==> src/rtl/tap_ctrl_if.sv <==
// JTAG pin and ID-register bundle for the TAP controller.
// The slave side belongs to tap_ctrl; the master side drives the pins and models the ID register.
interface tap_ctrl_if #(
  parameter int IR_W = 6
);
  logic            TMS;
  logic            TDI;
  logic            TDO;
  logic            TDO_en;
  logic            ID_Shift_in;
  logic            ID_Shift_out;
  logic            ID_Shift_DR;
  logic            ID_clk_en;
  logic [3:0]      tap_state;
  logic [IR_W-1:0] ir_q;

  modport master (
    output TMS, TDI, ID_Shift_out,
    input  TDO, TDO_en, ID_Shift_in, ID_Shift_DR, ID_clk_en, tap_state, ir_q
  );

  modport slave (
    input  TMS, TDI, ID_Shift_out,
    output TDO, TDO_en, ID_Shift_in, ID_Shift_DR, ID_clk_en, tap_state, ir_q
  );
endinterface

==> src/rtl/tap_ctrl.sv <==
// IEEE 1149.1 TAP controller: 16-state FSM, instruction register, BYPASS bit
// and TDO steering between the IR, BYPASS and the external IDCODE register.
module tap_ctrl #(
  parameter int              IR_W      = 6,
  parameter logic [IR_W-1:0] IDCODE_OP = 6'b001001,
  parameter logic [IR_W-1:0] BYPASS_OP = 6'b111111,
  parameter logic [IR_W-1:0] IR_CAPT   = 6'b000001
) (
  input  logic       t_clk,
  input  logic       t_rst,
  tap_ctrl_if.slave  jtag
);

  localparam logic [3:0] ST_TLR   = 4'hF;
  localparam logic [3:0] ST_RTI   = 4'hC;
  localparam logic [3:0] ST_SELDR = 4'h7;
  localparam logic [3:0] ST_CAPDR = 4'h6;
  localparam logic [3:0] ST_SHDR  = 4'h2;
  localparam logic [3:0] ST_EX1DR = 4'h1;
  localparam logic [3:0] ST_PAUDR = 4'h3;
  localparam logic [3:0] ST_EX2DR = 4'h0;
  localparam logic [3:0] ST_UPDDR = 4'h5;
  localparam logic [3:0] ST_SELIR = 4'h4;
  localparam logic [3:0] ST_CAPIR = 4'hE;
  localparam logic [3:0] ST_SHIR  = 4'hA;
  localparam logic [3:0] ST_EX1IR = 4'h9;
  localparam logic [3:0] ST_PAUIR = 4'hB;
  localparam logic [3:0] ST_EX2IR = 4'h8;
  localparam logic [3:0] ST_UPDIR = 4'hD;

  logic [3:0]      state;
  logic [3:0]      next_state;
  logic [IR_W-1:0] ir_q;
  logic [IR_W-1:0] ir_sr;
  logic            bypass_q;
  logic            id_sel;
  logic            bypass_sel;
  logic            tms;

  assign tms = jtag.TMS;

  always_comb begin
    next_state = ST_TLR;
    case (state)
      ST_TLR:   next_state = tms ? ST_TLR   : ST_RTI;
      ST_RTI:   next_state = tms ? ST_SELDR : ST_RTI;
      ST_SELDR: next_state = tms ? ST_SELIR : ST_CAPDR;
      ST_CAPDR: next_state = tms ? ST_EX1DR : ST_SHDR;
      ST_SHDR:  next_state = tms ? ST_EX1DR : ST_SHDR;
      ST_EX1DR: next_state = tms ? ST_UPDDR : ST_PAUDR;
      ST_PAUDR: next_state = tms ? ST_EX2DR : ST_PAUDR;
      ST_EX2DR: next_state = tms ? ST_UPDDR : ST_SHDR;
      ST_UPDDR: next_state = tms ? ST_SELDR : ST_RTI;
      ST_SELIR: next_state = tms ? ST_TLR   : ST_CAPIR;
      ST_CAPIR: next_state = tms ? ST_EX1IR : ST_SHIR;
      ST_SHIR:  next_state = tms ? ST_EX1IR : ST_SHIR;
      ST_EX1IR: next_state = tms ? ST_UPDIR : ST_PAUIR;
      ST_PAUIR: next_state = tms ? ST_EX2IR : ST_PAUIR;
      ST_EX2IR: next_state = tms ? ST_UPDIR : ST_SHIR;
      ST_UPDIR: next_state = tms ? ST_SELDR : ST_RTI;
      default:  next_state = ST_TLR;
    endcase
  end

  // Undefined opcodes fold onto BYPASS, so only IDCODE selects the external chain.
  assign id_sel     = (ir_q == IDCODE_OP);
  assign bypass_sel = (ir_q == BYPASS_OP) || !id_sel;

  always_ff @(posedge t_clk) begin
    if (t_rst) begin
      state    <= ST_TLR;
      ir_q     <= IDCODE_OP;
      ir_sr    <= '0;
      bypass_q <= 1'b0;
    end else begin
      state <= next_state;

      if (state == ST_CAPIR)
        ir_sr <= IR_CAPT;
      else if (state == ST_SHIR)
        ir_sr <= {jtag.TDI, ir_sr[IR_W-1:1]};

      // Any path into (or loop on) Test-Logic-Reset restores IDCODE as the active instruction.
      if (next_state == ST_TLR)
        ir_q <= IDCODE_OP;
      else if (state == ST_UPDIR)
        ir_q <= ir_sr;

      if (bypass_sel) begin
        if (state == ST_CAPDR)
          bypass_q <= 1'b0;
        else if (state == ST_SHDR)
          bypass_q <= jtag.TDI;
      end
    end
  end

  always_comb begin
    jtag.TDO = 1'b0;
    if (state == ST_SHIR)
      jtag.TDO = ir_sr[0];
    else if (state == ST_SHDR)
      jtag.TDO = id_sel ? jtag.ID_Shift_out : bypass_q;
  end

  assign jtag.TDO_en      = (state == ST_SHDR) || (state == ST_SHIR);
  assign jtag.ID_Shift_in = jtag.TDI;
  assign jtag.ID_Shift_DR = (state == ST_SHDR);
  assign jtag.ID_clk_en   = ((state == ST_CAPDR) || (state == ST_SHDR)) && id_sel;
  assign jtag.tap_state   = state;
  assign jtag.ir_q        = ir_q;

endmodule
==> src/flat_wrapper.sv <==
// flat-port wrapper written by rule: the top's interface ports become plain ports
module tap_ctrl_flat 
#(
  parameter int              IR_W      = 6,
  parameter logic [IR_W-1:0] IDCODE_OP = 6'b001001,
  parameter logic [IR_W-1:0] BYPASS_OP = 6'b111111,
  parameter logic [IR_W-1:0] IR_CAPT   = 6'b000001
)
  (t_clk, t_rst, jtag_TMS, jtag_TDI, jtag_ID_Shift_out, jtag_TDO, jtag_TDO_en, jtag_ID_Shift_in, jtag_ID_Shift_DR, jtag_ID_clk_en, jtag_tap_state, jtag_ir_q);
  tap_ctrl_if #(.IR_W(IR_W)) jtag_i ();
  input  logic t_clk;
  input  logic t_rst;
  input wire logic [$bits(jtag_i.TMS)-1:0] jtag_TMS;
  input wire logic [$bits(jtag_i.TDI)-1:0] jtag_TDI;
  input wire logic [$bits(jtag_i.ID_Shift_out)-1:0] jtag_ID_Shift_out;
  output wire logic [$bits(jtag_i.TDO)-1:0] jtag_TDO;
  output wire logic [$bits(jtag_i.TDO_en)-1:0] jtag_TDO_en;
  output wire logic [$bits(jtag_i.ID_Shift_in)-1:0] jtag_ID_Shift_in;
  output wire logic [$bits(jtag_i.ID_Shift_DR)-1:0] jtag_ID_Shift_DR;
  output wire logic [$bits(jtag_i.ID_clk_en)-1:0] jtag_ID_clk_en;
  output wire logic [$bits(jtag_i.tap_state)-1:0] jtag_tap_state;
  output wire logic [$bits(jtag_i.ir_q)-1:0] jtag_ir_q;
  assign jtag_i.TMS = jtag_TMS;
  assign jtag_i.TDI = jtag_TDI;
  assign jtag_i.ID_Shift_out = jtag_ID_Shift_out;
  assign jtag_TDO = jtag_i.TDO;
  assign jtag_TDO_en = jtag_i.TDO_en;
  assign jtag_ID_Shift_in = jtag_i.ID_Shift_in;
  assign jtag_ID_Shift_DR = jtag_i.ID_Shift_DR;
  assign jtag_ID_clk_en = jtag_i.ID_clk_en;
  assign jtag_tap_state = jtag_i.tap_state;
  assign jtag_ir_q = jtag_i.ir_q;
  tap_ctrl #(.IR_W(IR_W), .IDCODE_OP(IDCODE_OP), .BYPASS_OP(BYPASS_OP), .IR_CAPT(IR_CAPT)) u_core (.t_clk(t_clk), .t_rst(t_rst), .jtag(jtag_i));
endmodule
==> config.mk <==
export PLATFORM = sky130hd
export DESIGN_NAME = tap_ctrl_flat
export DESIGN_NICKNAME = d
export VERILOG_FILES = /design/src/rtl/tap_ctrl_if.sv /design/src/rtl/tap_ctrl.sv /design/src/flat_wrapper.sv
export SDC_FILE = /design/constraint.sdc
export NUM_CORES = 1
export LEC_CHECK = 0
export CAP_MARGIN = 15
export CORE_UTILIZATION = 35
export CTS_BUF_LIST = sky130_fd_sc_hd__clkbuf_4
export CTS_CLUSTER_SIZE = 20
export DETAILED_ROUTE_END_ITERATION = 7
export GPL_ROUTABILITY_DRIVEN = 1
export GPL_TIMING_DRIVEN = 0
export HOLD_SLACK_MARGIN = 0.08
export SYNTH_ARGS = -nofsm -noshare
export SYNTH_HDL_FRONTEND = slang
export SYNTH_SLANG_ARGS = --single-unit
==> constraint.sdc <==
create_clock -name t_clk -period 1.47 [get_ports t_clk]
set_clock_uncertainty 0.1 [all_clocks]
set_input_delay 0.147 -clock t_clk [delete_from_list [all_inputs] [get_ports t_clk]]
set_output_delay 0.147 -clock t_clk [all_outputs]
set_load 0.05 [all_outputs]
# Word level (Yosys, flattened, before mapping)
# Index checks and enable logic that the tools add are counted.
# word_totals
reg_bits	17
in_bits	5
output_inout_bits	15
# op_classes
eq_ne	18
muxes	20
n_reduce_logical	14
# op_table
cell	count
$pmux W4 S12	1
$eq A4 B4 Y1 const B	9
$eq A4 B3 Y1 const B	4
$mux W2	6
$mux W3	4
$eq A4 B2 Y1 const B	2
$mux W1	8
$reduce_or A2 Y1	4
$eq A6 B4 Y1 const B	1
$eq A6 B6 Y1 const B	1
$eq A4 B1 Y1 const B	1
$logic_not A4 Y1	1
$mux W4	1
$reduce_bool A2 Y1	2
$logic_or A1 B1 Y1	3
$reduce_or A3 Y1	1
$reduce_and A2 Y1	1
$logic_and A1 B1 Y1	1
$logic_not A1 Y1	1

# Depth between registers and ports, before layout
# Gate-level depths: netlist of the first run.
# depth
depth_word	5
mapped_depth	5

# Worst setup path before layout of the first run
# Ideal clock, no wire load.
# synth_timing
kind	register -> output
startpoint	reg u_core.state[1], in the netlist u_core.jtag.tap_state[1]
endpoint	out jtag_TDO
t_arrival_ns	2.276
slack_ns	-1.053
stages_incl_launch_ff	4
path_buffers	0
path_cell_list	dfxtp_1 or2b_1 nor2_1 o311a_1
# synth_between
elab_chain_cells	3
# synth_lines
element	line_no	source
start: declaration	tap_ctrl.sv:31	logic [3:0] state;
start signal: assignment	tap_ctrl.sv:76	state <= next_state;
$eq A4 B2 Y1	tap_ctrl.sv:102	else if (state == ST_SHDR)
$mux W1	tap_ctrl.sv:102	
$mux W1 *	tap_ctrl.sv:100	if (state == ST_SHIR)
end: declaration	flat_wrapper.sv:16	output wire logic [$bits(jtag_i.TDO)-1:0] jtag_TDO;
# Every way passes the cells marked *; elsewhere a longest branch is shown, timed or not.

# Worst setup path in the final report of the first run
# layout_timing
startpoint	reg u_core.ir_q[2], in the netlist u_core.jtag.ir_q[2]
endpoint	out jtag_TDO
# layout_between
elab_chain_cells	4
# layout_lines
element	line_no	source
start: declaration	tap_ctrl.sv:33	logic [IR_W-1:0] ir_q;
start signal: assignment	tap_ctrl.sv:87	ir_q <= ir_sr;
$eq A6 B4 Y1	tap_ctrl.sv:66	assign id_sel = (ir_q == IDCODE_OP);
$mux W1	tap_ctrl.sv:103	jtag.TDO = id_sel ? jtag.ID_Shift_out : bypass_q;
$mux W1	tap_ctrl.sv:102	
$mux W1	tap_ctrl.sv:100	
# Every way passes these cells.

==> metrics.yaml, run 1 <==
endpoint: "jtag_TDO"
syn_avg_cell_area_sq_um: 8.85
n_antenna_cell: 0
crit-reg2reg-launch: "u_core.jtag.tap_state[2]"
grt_pass1_wl_microns: 3530
worstSetupStartpoint: "u_core.jtag.ir_q[2]"
worst_pin_slew_ns: 0.486
worst_setup_path_start_kind: "flip-flop"
cp-end-kind: "primary output"
critPathTopFamily: "simple AND/OR/NAND/NOR gates"
cts_buffer_depth: 2
setup_slack_ns: -0.312
r2r_setup_slack_ns: 0
slew_viol_final: 0
timing_worst_setup_path_type: "flip-flop to primary output"
path_buf_inv: 1
final_nets: 139
synth_xor_area_share_pct: 0
syn_inst: 98
synth_mux_area_share_pct: 9.24
yosys.area_share.adder_pct: 0
yosys-top-cells-count: "dfxtp_1 (17), nand2_1 (12), a21oi_1 (8), mux2i_1 (8), nor3_1 (8)"
wire_per_inst_microns: 13.3
synth_top_area_share_pct: 39.2
min-delay-start: "u_core.bypass_q"
first_pass_iters: 4
drt_iter0_drc: 13
vias: 823
clock_sinks: 17
post-route-period-util_pct: 121
crit_chain: "and4bb_2 -> and3_4 -> o311a_4 -> buf_8"
die_area_sq_um: 2680
drive_above_1_share_pct: 43.6
finalWirelength_microns: 2140
post-dp-hpwl_microns: 1470
ios: 20
synth_cell_types: 30
cpMaxStageDelayCell: "dfxtp_2"
leakagePower_nw: 0.576
synth_compound_area_share_pct: 11.8
cp.arrival_ns: 1.53
antenna_left: 0
p_total_mw: 1.14
fin_setup_tns_ns: -0.596
grt_max_degree: 11
cts.clk_slew.worst_paths_ns: 0.10
rows: 17
numCtsBuffers: 3
clock-root-buffer: "clkbuf_4"
regToRegEndpoint: "u_core.jtag.tap_state[1]"
max_freq_mhz: 561
synth_seq_cells: 17
ir_worst_vdd_mv: 0.714
cts-htree-levels: 1
drc_errors: 0
clock_latency_ns: 0.29
violations: "setup timing"
rsz0062_at_grt: "true"
core_sq_um: 2280
io_buffers: 19
yosys.area_share.simple_pct: 33.9
period_needed_ns: 1.78
antenna_found_initial: 0
ys_top_cells_by_area: "dfxtp_1 (39%), mux2i_1 (9.2%), nand3b_1 (6.1%)"
yosys_warnings: 0
grt_pass1_vias: 764
max_stage_delay_ns: 0.34
layout-area-overhead-vs-synth_pct: 51.5
yosysMostFrequentCell: "dfxtp_1"
synth_fp_nets: 103
via_per_inst: 5.11
regArea_sq_um: 355
power_density_nw_per_um2: 870
n_fill_cell: 218
synth-async-reset-ratio_pct: 0
synth_top_area_cell: "dfxtp_1"
die_x_microns: 51.8
synth-seq-area-share_pct: 39.2
grt_usage_pct: 17.7
cts_tree: "built"
cp.required_ns: 1.22
synth-edff-count: 0
critical_path_depth: 4
slew_headroom_pct: 67.7
hold_viol: 0
syn_area_sq_um: 867
cap_violations: 0
initial_core_util_pct: 38.1
die_h_microns: 51.8
synth_top_family_by_area: "simple AND/OR/NAND/NOR gates"
place_congestion: 0.746
r2r_cells: 5
status: "complete, but fails checks"
synth_flop_cell: "dfxtp_1"
gr-total-overflow: 0
multi_input_area_sq_um: 541
hp-class: "flip-flop to flip-flop"
setup_viol: 4
cp_max_fo: 3
==> worst register-to-register path: stages (launching register included) <==
cell     delay [ns]
dfxtp_2        0.33
buf_6          0.11
buf_6          0.11
or3b_1         0.16
a21oi_2        0.05
or4_1          0.49
==> cells by family after synthesis <==
family	Yosys count
DFF	17
and+or+nand+nor	48
muxes	8
AOI/OAI and AO/OA	16
buffers and inverters	9
==> cell type report <==
type	instances	area share, %
Multi-Input combinational cell	72	41.1
Sequential cell	17	27.0
Timing Repair Buffer	31	20.3
Buffer	8	6.48
Tap cell	28	2.67
Clock buffer	3	1.71
Clock inverter	1	0.381
Inverter	1	0.286
==> sequential cells by signal (all words and copies together), names as in the netlist <==
signal,cells
u_core.ir_sr,6
u_core.jtag.ir_q,6
u_core.jtag.tap_state,4
u_core.bypass_q,1
==> metal layers <==
metal  track usage [%]  wire length [microns]
met5                 0                      0
met4              2.70                     12
met3              4.39                     68
met2              29.0                    973
met1              23.8                   1090
==> cells in the final DEF (no fill, tap or decap), drive strengths merged <==
master         instances
buf                   22
dfxtp                 17
nand2                 12
clkbuf                12
a21oi                  9
mux2i                  8
nor3                   8
nand3b                 7
clkdlybuf4s50          4
nor2                   4
nand3                  3
dlygate4sd2            3
and2b                  2
o21ai                  2
or2b                   2
or3b                   2
and3                   2
and4bb                 1
a21boi                 1
nand2b                 1
o311a                  1
and3b                  1
o21ba                  1
nand4b                 1
inv                    1
o21bai                 1
or4                    1
nor3b                  1
a211o                  1
clkinv                 1
clkdlybuf4s15          1
==> timing repair <==
item	4_1_cts	5_1_grt
setup buffers	7	5
hold buffers	0	0
resized for setup	54	21
setup endpoints to repair	15	20
endpoints found under the hold margin	0	0
pin swaps	7	6
cloned	0	0
==> metrics by stage <==
step | utilization, % | cells | setup slack [ns] | hold slack, ns | cell area, sq um
6_report | 57.7 | 161 | -0.312 | 0.370 | 1310
3_5_place_dp | 50.9 | 145 | -0.610 | 0.361 | 1160
3_3_place_gp | 50.9 | 145 | -0.596 | 0.348 | 1160
2_1_floorplan | - | 98 | -0.211 | 0.141 | 932
5_1_grt | 57.7 | 161 | -0.340 | 0.395 | 1310
4_1_cts | 56.2 | 156 | -0.336 | 0.374 | 1280
==> power by group <==
group | switching, mW | internal (mW)
Sequential | 0.0170 | 0.483
Combinational | 0.218 | 0.176
Clock | 0.148 | 0.101
Total | 0.383 | 0.760
==> worst min-delay path by stage <==
stage                                     endpoint  depth (start not counted)
after detailed placement           u_core.bypass_q                          2
final                              u_core.bypass_q                          2
after global placement             u_core.bypass_q                          2
after global routing               u_core.ir_sr[4]                          2
after floorplan           u_core.jtag.tap_state[0]                          1
after CTS                          u_core.bypass_q                          2
(Power assumes the default switching activity.)
==> run 2: changes to the inputs <==
==> constraint.sdc (replaced) <==
create_clock -name t_clk -period 2 [get_ports t_clk]
set_clock_uncertainty 0.1 [all_clocks]
set_input_delay 0.2 -clock t_clk [delete_from_list [all_inputs] [get_ports t_clk]]
set_output_delay 0.2 -clock t_clk [all_outputs]
set_load 0.05 [all_outputs]
==> run 2 against run 1 <==
The run now ends clean; sequential power shrank 27%; clock-buffer cell count unchanged; clock power is 22% lower; register-to-register slack gained 0.54 ns.
==> metrics.yaml, run 2 (synthesis gave the netlist of run 1 again) <==
wire_per_inst_microns: 12.8  # -3.7%
die_area_sq_um: 2680  # unchanged
worst_setup_path_start_kind: "primary input"
final_cell_mix: "dfxtp_1 (17), clkdlybuf4s50_1 (15), nand2_1 (12)"
die_x_microns: 51.8  # unchanged
post-dp-hpwl_microns: 1410  # -3.6%
drc_errors: 0  # unchanged
clock-root-buffer: "clkbuf_4"
ir_worst_vdd_mv: 0.425  # -40%
max_freq_mhz: 512
cts_tree: "built"
via_per_inst: 5.32  # +4.2%
n_fill_cell: 228  # +4.6%
layout-area-overhead-vs-synth_pct: 29.9
cp.required_ns: 1.70  # +0.48 ns
post-route-period-util_pct: 97.6
status: "complete, no violations"
grt_usage_pct: 16.6  # -1.2 points
gr-total-overflow: 0  # unchanged
p_seq_share_pct: 46.3  # +2.5 points
comb_power_share_pct: 29.3  # -5.1 points
finalWirelength_microns: 1900  # -11%
antenna_found_initial: 0  # unchanged
period_needed_ns: 1.95
antenna_left: 0  # unchanged
numCtsBuffers: 3  # unchanged
leakagePower_nw: 0.468  # -19%
vias: 788  # -4.3%
grt_pass1_wl_microns: 3240  # -8.4%
worst_pin_slew_ns: 0.503  # +0.0175 ns
clock_sinks: 17  # unchanged
p_int_uw: 522  # -31%
drt_iter0_drc: 7  # -6
cp_max_fo: 3  # unchanged
cp-end-kind: "primary output"
final_common_cell: "dfxtp_1"
min-delay-start: "u_core.bypass_q"
clock_latency_ns: 0.30  # about the same
r2r_setup_slack_ns: 0.54  # +0.54 ns
r2r_cells: 4  # -1
place_congestion: 0.715  # -4.1%
die_h_microns: 51.8  # unchanged
setup_viol: 0  # -4
final_nets: 126  # -9.4%
multi_input_area_sq_um: 489  # -9.5%
cap_violations: 0  # unchanged
initial_core_util_pct: 38.1  # unchanged
timing_worst_setup_path_type: "primary input to primary output"
slew_viol_final: 0  # unchanged
io_buffers: 19  # unchanged
min_to: "u_core.bypass_q"
n_antenna_cell: 0  # unchanged
hold_depth: 2  # unchanged
cp.arrival_ns: 1.65  # +0.12 ns
postCtsHoldBufs: 0  # unchanged
dp_slack_ns: -0.140  # +0.470 ns
hold_slack_ns: 0.365  # -0.00466 ns
ios: 20  # unchanged
slew_headroom_pct: 66.3  # -1.4 points
regArea_sq_um: 340  # -4.2%
cts_buffer_depth: 2  # unchanged
hp-class: "flip-flop to flip-flop"
postCtsSetupBuffers: 0  # -7
grt_pass1_vias: 721  # -5.6%
hold_viol: 0  # unchanged
rows: 17  # unchanged
grt_max_degree: 12  # +1
p_clk_share_pct: 24.4  # +2.6 points
cts-htree-levels: 1  # unchanged
p_switching_uw: 269  # -30%
crit-reg2reg-launch: "u_core.jtag.tap_state[2]"
rsz0062_at_grt: "true"
regToRegEndpoint: "u_core.jtag.tap_state[1]"
swShare_pct: 34.0  # +0.49 points
power_density_nw_per_um2: 702  # -19%
drive_above_1_share_pct: 17.5  # -26 points
first_pass_iters: 4  # unchanged
cts.clk_slew.worst_paths_ns: 0.10  # about the same
setup_slack_ns: 0.0485  # +0.360 ns
core_sq_um: 2280  # unchanged
## run 2: cell count changes in the layout (fill, tap and decap cells not counted), sizes merged, moves of 3 or more
cell and delta:
clkdlybuf4s50 +11, buf -15, clkbuf -7, dlygate4sd2 -3
## run 2: worst max path at each step
| stage | from | to | slack (ns) | cells past startpoint |
|---|---|---|---|---|
| floorplan | u_core.jtag.tap_state[1] | jtag_TDO | -0.32 | 3 |
| global placement | u_core.jtag.tap_state[2] | jtag_TDO | -0.13 | 5 |
| detailed placement | u_core.jtag.tap_state[2] | jtag_TDO | -0.14 | 5 |
| CTS | u_core.jtag.ir_q[2] | jtag_TDO | 0.03 | 4 |
| global route | u_core.jtag.ir_q[2] | jtag_TDO | -0.02 | 4 |
| finish | jtag_TDI | jtag_ID_Shift_in | 0.05 | 3 |
## run 2: stage by stage
stage | area, sq um | TNS (ns) | util, % | cells | power, mW
finish | 1130 | 0 | 49.5 | 148 | 0.790
global route | 1130 | -0.0204 | 49.5 | 148 | 0.832
CTS | 1120 | 0 | 49.4 | 149 | 0.800
detailed placement | 1100 | -0.286 | 48.4 | 145 | 0.607
global placement | 1100 | -0.248 | 48.4 | 145 | 0.605
floorplan | 877 | -0.320 | - | 98 | 0.542
## run 2: per-layer routing
layer	share of wire, %	vias up	GRT usage (%)	wire length, microns
met5	0	-	0	0
met4	0.90	0	5.41	17
met3	2.8	4	4.39	54
met2	46	17	26.6	870
met1	50	376	21.4	953
li1	-	391	-	-
## run 2: final cells by class
type                            instances  share of cell area (%)
Clock buffer                            3                    2.00
Clock inverter                          1                   0.667
Buffer                                  7                    3.78
Multi-Input combinational cell         72                    43.4
Inverter                                1                   0.333
Timing Repair Buffer                   19                    16.4
Sequential cell                        17                    30.2
Tap cell                               28                    3.11
## run 2: critical path: stages
cell,delay (ns)
clkdlybuf4s50_1,0.53
buf_4,0.13
clkdlybuf4s50_1,0.79
## run 2: power by group through the flow
stage / Combinational, mW / Clock (mW) / Sequential, mW
3_3_place_gp: 0.232 / 0 / 0.373
4_1_cts: 0.234 / 0.200 / 0.366
6_report: 0.232 / 0.193 / 0.366
5_1_grt: 0.251 / 0.213 / 0.368
3_5_place_dp: 0.234 / 0 / 0.373
2_1_floorplan: 0.129 / 0 / 0.413
## run 2: repair_timing
item / in CTS / in global routing
gates resized for setup: 16 / 2
pin swaps: 0 / 1
cloned: 0 / 0
endpoints found under the setup margin: 4 / 4
